File: src/rtl/mux_pkg.sv
// Shared definitions for the streaming mux family: mode encoding and the
// index-width helper used to size channel selects.
package mux_pkg;

    localparam logic MODE_FIXED = 1'b0;
    localparam logic MODE_RR    = 1'b1;

    // Index width for n channels, never narrower than one bit.
    function automatic int clog2_min1(input int n);
        return (n <= 2) ? 1 : $clog2(n);
    endfunction

endpackage

File: src/rtl/rr_arbiter.sv
// Rotate-priority search: grants the first requester at or after ptr,
// wrapping at N-1. Purely combinational; ptr must be below N.
module rr_arbiter
    import mux_pkg::*;
#(
    parameter int N  = 4,
    parameter int SW = clog2_min1(N)
) (
    input  logic [N-1:0]  req,
    input  logic [SW-1:0] ptr,
    output logic [SW-1:0] gnt_idx,
    output logic          gnt_any
);

    int idx;

    // Walk offsets from the far end so the nearest requester writes last.
    always_comb begin
        gnt_idx = '0;
        gnt_any = 1'b0;
        idx     = 0;
        for (int k = N - 1; k >= 0; k--) begin
            idx = int'(ptr) + k;
            if (idx >= N) begin
                idx = idx - N;
            end
            if (req[idx]) begin
                gnt_idx = SW'(idx);
                gnt_any = 1'b1;
            end
        end
    end

endmodule

File: src/rtl/mux_stream_rr.sv
// N-channel streaming mux with fixed-select or round-robin arbitration and a
// one-deep registered output. Optional out_chan tag: define MUX_CHAN_TAG_EN.
module mux_stream_rr
    import mux_pkg::*;
#(
    parameter int  N  = 4,
    parameter int  W  = 4,
    localparam int SW = clog2_min1(N)
) (
    input  logic           clk,
    input  logic           rst,
    input  logic           mode,
    input  logic [SW-1:0]  sel,
    input  logic [N-1:0]   in_valid,
    output logic [N-1:0]   in_ready,
    input  logic [N*W-1:0] in_data,
    output logic           out_valid,
    input  logic           out_ready,
    output logic [W-1:0]   out_data
`ifdef MUX_CHAN_TAG_EN
    ,
    output logic [SW-1:0]  out_chan
`endif
);

    // Handshake: a word moves on channel i when in_valid[i] & in_ready[i]
    // at a rising edge; the output word is consumed when out_valid &
    // out_ready. in_ready depends only on the register state, mode and sel
    // (plus in_valid in round-robin mode), never on in_data.

    localparam logic [SW:0]   N_EXT  = (SW + 1)'(N);
    localparam logic [SW-1:0] LAST_I = SW'(N - 1);

    logic          load;
    logic          xfer;
    logic [SW-1:0] rr_ptr;
    logic [SW-1:0] ptr_next;
    logic [SW-1:0] arb_idx;
    logic          arb_any;
    logic [SW-1:0] gnt_idx;
    logic          gnt_any;
    logic          gnt_valid;
    logic [W-1:0]  gnt_data;

    rr_arbiter #(
        .N  (N),
        .SW (SW)
    ) u_arb (
        .req     (in_valid),
        .ptr     (rr_ptr),
        .gnt_idx (arb_idx),
        .gnt_any (arb_any)
    );

    assign load = !out_valid || out_ready;

    // Fixed mode grants sel even when that channel is idle.
    always_comb begin
        gnt_idx = arb_idx;
        gnt_any = arb_any;
        if (mode == MODE_FIXED) begin
            gnt_idx = sel;
            gnt_any = ({1'b0, sel} < N_EXT);
        end
    end

    always_comb begin
        in_ready  = '0;
        gnt_data  = '0;
        gnt_valid = 1'b0;
        for (int i = 0; i < N; i++) begin
            if (gnt_idx == SW'(i)) begin
                gnt_data  = in_data[i*W +: W];
                gnt_valid = in_valid[i];
                in_ready[i] = load && gnt_any && !rst;
            end
        end
    end

    assign xfer     = load && gnt_any && gnt_valid;
    assign ptr_next = (gnt_idx == LAST_I) ? '0 : gnt_idx + SW'(1);

    always_ff @(posedge clk or posedge rst) begin
        if (rst) begin
            rr_ptr <= '0;
        end else if (xfer && mode == MODE_RR) begin
            rr_ptr <= ptr_next;
        end
    end

    // An empty load slot drops out_valid but keeps the last data word.
    always_ff @(posedge clk or posedge rst) begin
        if (rst) begin
            out_valid <= 1'b0;
            out_data  <= '0;
        end else if (load) begin
            out_valid <= xfer;
            if (xfer) begin
                out_data <= gnt_data;
            end
        end
    end

`ifdef MUX_CHAN_TAG_EN
    always_ff @(posedge clk or posedge rst) begin
        if (rst) begin
            out_chan <= '0;
        end else if (xfer) begin
            out_chan <= gnt_idx;
        end
    end
`endif

endmodule

File: config.mk
export PLATFORM = sky130hd
export DESIGN_NAME = mux_stream_rr
export DESIGN_NICKNAME = d
export VERILOG_FILES = /design/src/rtl/mux_pkg.sv /design/src/rtl/rr_arbiter.sv /design/src/rtl/mux_stream_rr.sv
export SDC_FILE = /design/constraint.sdc
export NUM_CORES = 1
export LEC_CHECK = 0
export ABC_CLOCK_PERIOD_IN_PS = 3700
export BUFFER_PORTS_ARGS = -buffer_cell sky130_fd_sc_hd__buf_2
export CAP_MARGIN = 20
export CORE_UTILIZATION = 46
export CTS_CLUSTER_DIAMETER = 50
export CTS_CLUSTER_SIZE = 20
export DETAILED_ROUTE_END_ITERATION = 12
export GPL_TIMING_DRIVEN = 0
export HOLD_SLACK_MARGIN = 0.05
export PLACE_DENSITY = 0.77
export SKIP_CTS_REPAIR_TIMING = 1
export SKIP_LAST_GASP = 1
export SLEW_MARGIN = 5
export SYNTH_ARGS = -nofsm -noshare
export SYNTH_HDL_FRONTEND = slang
export SYNTH_SLANG_ARGS = --single-unit
File: constraint.sdc
create_clock -name clk -period 3.7 [get_ports clk]
set_input_delay 0.185 -clock clk [delete_from_list [all_inputs] [get_ports clk]]
set_output_delay 0.185 -clock clk [all_outputs]
set_load 0.03 [all_outputs]
== Word level (Yosys, flattened, before mapping) ==
Index checks and enable logic that the tools add are counted.

* Memories kept: 0
* Latch bits: 0
* Word-level logic and storage cells: 70
* Bits in writable memories: 0
* Register bits: 7
* Memory bits (read-only): 0
* Input port bits: 26
* Output and inout bits: 9

* Bitwise gates (word level): 0
* Shift operators: 0
* Equality and inequality tests: 3
* Multiply operators: 0
* Add/sub/neg operators: 8
* Muxes and demuxes: 39
* Magnitude comparators: 8
* Divide/modulo/power cells: 0
* Reductions and logical operators: 9

{| class="wikitable"
|+ Operators with widths
! operator !! number
|-
| 32-bit by 4-bit < comparator with 1-bit output, second input constant || 4
|-
| 32-bit 2-to-1 mux || 4
|-
| 32-bit by 4-bit >= comparator with 1-bit output, second input constant || 3
|-
| 32-bit by 4-bit subtractor with 32-bit output, second input constant || 3
|-
| 1-bit 2-to-1 mux || 21
|-
| 4-bit 2-to-1 mux || 4
|-
| 2-bit 2-to-1 mux || 6
|-
| 1-bit binary-select mux with 2-bit select || 4
|-
| 2-bit by 2-bit adder with 3-bit output, second input constant || 2
|-
| 2-bit == test, second input constant || 2
|-
| 1-bit logical AND || 4
|-
| 2-bit by 3-bit subtractor with 4-bit output, second input constant || 1
|-
| 2-bit by 1-bit adder with 3-bit output, second input constant || 1
|-
| 2-bit by 3-bit >= comparator with 1-bit output, second input constant || 1
|-
| 2-bit by 1-bit adder with 2-bit output, second input constant || 1
|-
| 2-bit by 1-bit == test with 1-bit output, second input constant || 1
|-
| 1-bit zero test || 2
|-
| 2-bit zero test || 1
|-
| 2-bit AND reduction || 1
|-
| 1-bit logical OR || 1
|}

== Longest topological paths before layout ==
* Depth after elaboration: 18
* Gate-level depth with buffers: 13
* Depth with buffers taken out: 12

== Hierarchy ==
A second synthesis with hierarchy kept.

* Cell total of the unflattened synthesis: 74
* Area total of the unflattened synthesis: 683.2 µm²

{| class="wikitable"
|+ Modules (own cells, without submodules)
! module !! instances !! cells an instance !! sequential area each (µm²) !! area an instance (µm²)
|-
| mux_stream_rr || 1 || 61 || 175.2 || 605.6
|-
| rr_arbiter || 1 || 13 || 0.0 || 77.6
|}

== Worst setup path before layout ==
Ideal clock, no wire load.

* Kind: reg-to-reg
* From: register rr_ptr[0]
* To: register rr_ptr[1]
* Buffers on the path: 2
* Arrival: 2693 ps
* Setup time: 125 ps
* Period minus slack after synthesis: 2818 ps
* Required time: 3575 ps
* Cell stages (with the launch flop): 13
* Path slack: 882 ps
* Cell sequence: dfrtp_1 buf_2 nor3b_1 a31oi_1 o2111ai_1 a21oi_1 a21o_1 ha_1 buf_4 nor4bb_4 a2111oi_4 a2111oi_4 mux2_4

* Cells in the longest elaborated chain, start to end: 18
* Elaborated cells on any way between the ends: 50
* Those cells by class: 8 x add/sub; 4 x order compare; 3 x eq/ne; 31 x mux; 4 x reduce/logical

{| class="wikitable"
|+ Ends and longest elaborated chain
! item !! RTL line !! RTL
|-
| from (decl) || mux_stream_rr.sv:36 || <nowiki>logic [SW-1:0] rr_ptr;</nowiki>
|-
| from (signal assigned) || mux_stream_rr.sv:87 || <nowiki>rr_ptr <= ptr_next;</nowiki>
|-
| 2-bit by 2-bit adder with 3-bit output || rr_arbiter.sv:23 || <nowiki>idx = int'(ptr) + k;</nowiki>
|-
| 32-bit by 4-bit subtractor with 32-bit output / 32-bit by 4-bit >= comparator with 1-bit output (equally long branches) || rr_arbiter.sv:25, rr_arbiter.sv:24 ||
|-
| 32-bit 2-to-1 mux || rr_arbiter.sv:24 || <nowiki>if (idx >= N) begin</nowiki>
|-
| 1-bit binary-select mux with 2-bit select || rr_arbiter.sv:27 || <nowiki>if (req[idx]) begin</nowiki>
|-
| 1-bit 2-to-1 mux (not written as such) (2 in a row) || rr_arbiter.sv:27 ||
|-
| 2-bit 2-to-1 mux (4 in a row) || rr_arbiter.sv:27 ||
|-
| 2-bit 2-to-1 mux || mux_stream_rr.sv:61 || <nowiki>if (mode == MODE_FIXED) begin</nowiki>
|-
| 2-bit zero test || mux_stream_rr.sv:72 || <nowiki>if (gnt_idx == SW'(i)) begin</nowiki>
|-
| 1-bit 2-to-1 mux (4 in a row) || mux_stream_rr.sv:72 ||
|-
| 1-bit logical AND || mux_stream_rr.sv:80 || <nowiki>assign xfer = load && gnt_any && gnt_valid;</nowiki>
|-
| 1-bit logical AND || mux_stream_rr.sv:86 || <nowiki>end else if (xfer && mode == MODE_RR) begin</nowiki>
|}

Several ways; a longest one is shown, not always the timed one. The select of a mux whose other input is x is not followed.
A chain may end at the register's enable or synchronous reset.

== Final worst setup path ==
Same ends and word-level chain as after synthesis.

==> summary.md <==
| Metric | Value |
|---|---|
| Slowest CP cell | `dfrtp_1` |
| Commonest non-fill, non-tap cell in the layout | `buf_2` |
| Worst Path Max Fanout | `10` |
| Max-Cap Viols | `0` |
| Tmin final | `3.04 ns` |
| Worst-skew pair later-pin latency | `0.25 ns` |
| Area fraction in compound gates after synthesis | `32.7%` |
| CTS Buf Count | `3` |
| Syn Nets | `125` |
| Hold Startpoint | `in_data[15]` |
| Largest net degree at the start of global routing | `11` |
| Routed len/inst | `11.3 µm` |
| Final hold violations | `0` |
| CTS tree | `done` |
| Clock root buffer | `clkbuf_4` |
| Starting DRC count in detailed routing | `13` |
| Synthesized cell area | `769 µm²` |
| Yosys top cell by area | `dfrtp_1` |
| Simple-Gate Fraction of Synth Area | `22.6%` |
| DR vias | `800` |
| Worst vdd ir | `0.000390 V` |
| Share of layout cells above drive strength 1 | `37.3%` |
| CP endpoint kind | `flip-flop` |
| RSZ-0062 raised after global routing | `no` |
| Die H | `42.9 µm` |
| Crit Reg-Reg Startpoint | `rr_ptr[0]` |
| Worst hold endpoint | `out_data[3]` |
| Synth Instances | `95` |
| Worst slew pin tran | `0.540 ns` |
| Routability cong. | `0.785` |
| Hold Crit Class | `input port to flip-flop` |
| Cell chain of the critical path | `buf_2 > nor3b_1 > a31oi_1 > o2111ai_1 > a21oi_1 > a21o_1 > ha_1 > buf_4 > nor4bb_4 > a2111oi_4 > a2111oi_4 > mux2_4` |
| Comb pwr share | `64.9%` |
| Final Skew | `0.000162 ns` |
| Number of remaining DRC errors | `0` |
| Hold depth | `4` |
| Largest family of logic cells by synthesized area | `compound AO/OA/AOI/OAI gates` |
| Status | `finished, final reports clean` |
| Gr usage total | `20.5%` |
| Critical path class | `flip-flop to flip-flop` |
| CTS Buffer Depth | `2` |
| Final setup margin | `0.657 ns` |
| Initial Utilization | `49.9%` |
| Final ANT Viol Nets | `0` |
| Slew headroom | `63.6%` |
| H-tree lvl count | `1` |
| GRT overflow | `0` |
| Area delta synth->final | `29.4%` |
| Flip-flop and latch count after synthesis | `7` |
| Chip width | `42.9 µm` |
| Setup TNS | `0 ns` |
| CP most frequent cell | `a2111oi_4` |
| Commonest cells after routing, fill and taps aside | `buf_2, o21ai_0, nand2_1` |
| Setup slack, reg-to-reg | `0.66 ns` |
| Final net count | `165` |
| Clock transition at the registers of the reported paths | `0.05 ns` |
| Max-slew violation count | `0` |
| XOR/XNOR share of the synthesized area | `0%` |
| DRT Pass-1 Iters | `4` |
| Via density | `5.33` |
| Crit path DAT | `3.18 ns` |
| CP startpoint kind | `flip-flop` |
| CP max stage delay | `0.36 ns` |
| Setup WS pre-CTS | `0.691 ns` |
| Port Buffer Count | `34` |
| Post-DP HPWL | `1.34 mm` |
| Pwr Density | `582 nW/µm²` |
| Rows | `14` |
| Avg Cell Area, Syn | `8.10 µm²` |
| Synth cell types | `28` |
| Synth top area share | `22.8%` |
| End of the worst register-to-register path | `rr_ptr[1]` |
| Initial antenna violation count | `0` |
| FMAX | `329 MHz` |
| Core Area | `1540 µm²` |
| Sequential fraction of the synthesis area | `22.8%` |
| Die area | `1840 µm²` |
| Final setup viols | `0` |
| CP Data Required Time | `3.83 ns` |
| Synth area leaders | `dfrtp_1, o21ai_0, a2111oi_4` |
| Io pins | `35` |
| Clk pwr share | `11.7%` |
| Adder-Cell Fraction of Synth Area | `6.50%` |
| Clk sinks | `7` |
| Sequential share of power | `23.4%` |
| Reg2Reg Depth | `12` |
| Mux contribution to synthesized area | `7.80%` |
| First-pass GRT wire length | `2.86 mm` |
| Period Utilization, post-route | `82.2%` |
| P_sw | `0.272 mW` |
| Vias in the first global route | `746` |
| Filler Cell Count | `144` |
| Ant diodes | `0` |
| Pint | `0.308 mW` |
| Sw Ratio | `46.9%` |
| Post-Route WL | `1.69 mm` |
| Leakage | `0.496 nW` |
| Ys Warns | `0` |
==> worst max-delay path by stage <==
stage / from / end / slack [ns] / cells past startpoint
2_1_floorplan: rr_ptr[0] / rr_ptr[1] / 0.88 / 12
3_3_place_gp: rr_ptr[0] / rr_ptr[1] / 0.73 / 12
3_5_place_dp: rr_ptr[0] / rr_ptr[1] / 0.69 / 12
4_1_cts: rr_ptr[0] / rr_ptr[1] / 0.66 / 12
5_1_grt: rr_ptr[0] / rr_ptr[1] / 0.37 / 12
6_report: rr_ptr[0] / rr_ptr[1] / 0.66 / 12
==> final cells by class <==
type / instances / area (µm²) / share of cell area, %
multi-input combinational: 75 / 536 / 53.8
timing repair buffer: 35 / 180 / 18.1
sequential: 7 / 175 / 17.6
inverter: 9 / 33.8 / 3.39
clock buffer: 4 / 26.3 / 2.64
buffer: 4 / 25.0 / 2.51
tap: 16 / 20.0 / 2.01
==> per-stage QoR <==
stage,hold WS [ns],std cells,cell area [µm²],utilization (%),total power [mW]
final,0.284,150,996,64.6,0.579
after floorplan,-0.00359,95,769,-,0.422
after detailed placement,0.129,145,960,62.3,0.510
after global placement,0.122,145,960,62.3,0.504
after global routing,0.310,150,996,64.6,0.631
after CTS,-0.138,149,986,64.0,0.583
==> power groups by stage <==
stage	Sequential (mW)	Clock, mW	Combinational, mW
after floorplan	0.187	0	0.235
after global placement	0.135	0	0.369
after detailed placement	0.136	0	0.374
after CTS	0.136	0.0705	0.377
after global routing	0.142	0.0724	0.416
final	0.136	0.0676	0.376
==> synthesized netlist by cell type <==
cell	count
and2_2	1
dfrtp_1	7
mux2_4	1
buf_2	2
a211oi_2	1
nor3b_1	2
and3_1	1
nor2_1	5
ha_1	4
inv_1	9
buf_4	2
o221ai_1	1
a2111oi_4	2
o2111ai_1	1
nor2_2	1
and3b_1	1
mux2_1	3
nand2b_1	1
nand2_1	13
a21o_1	1
and3b_4	1
o21ai_0	18
nor4bb_4	1
o2111a_1	1
a21oi_1	9
a31oi_1	2
and2_1	3
mux2_2	1
==> flip-flops by register name, summed over array words and instances (netlist names) <==
| register | flops |
|---|---|
| out_data | 4 |
| rr_ptr | 2 |
| out_valid | 1 |
==> layer usage <==
| metal | track usage, % | vias to the layer above | wire [µm] |
|---|---|---|---|
| met2 | 33.0 | 33 | 778 |
| met4 | 12.5 | 0 | 38 |
| li1 | - | 416 | - |
| met5 | 0 | - | 0 |
| met3 | 2.55 | 5 | 110 |
| met1 | 25.6 | 346 | 761 |
==> cell families (layout without fill, tap and decap cells) <==
group,count (synthesis),count (layout)
buffers and inverters,13,52
AOI/OAI and AO/OA,36,36
DFF,7,7
adders and majority gates,4,4
muxes,5,5
and+or+nand+nor,30,30
==> critical path: cells and delay by family, from the launching register on <==
family,cells,cell delay (ns)
AO/OA/AOI/OAI,6,1.15
AND/OR/NAND/NOR,2,0.53
flip-flops,1,0.36
buffers and inverters,2,0.34
multiplexers,1,0.33
adder cells (fa/ha/maj),1,0.20
Note: power is estimated with default switching activity, not from simulation.
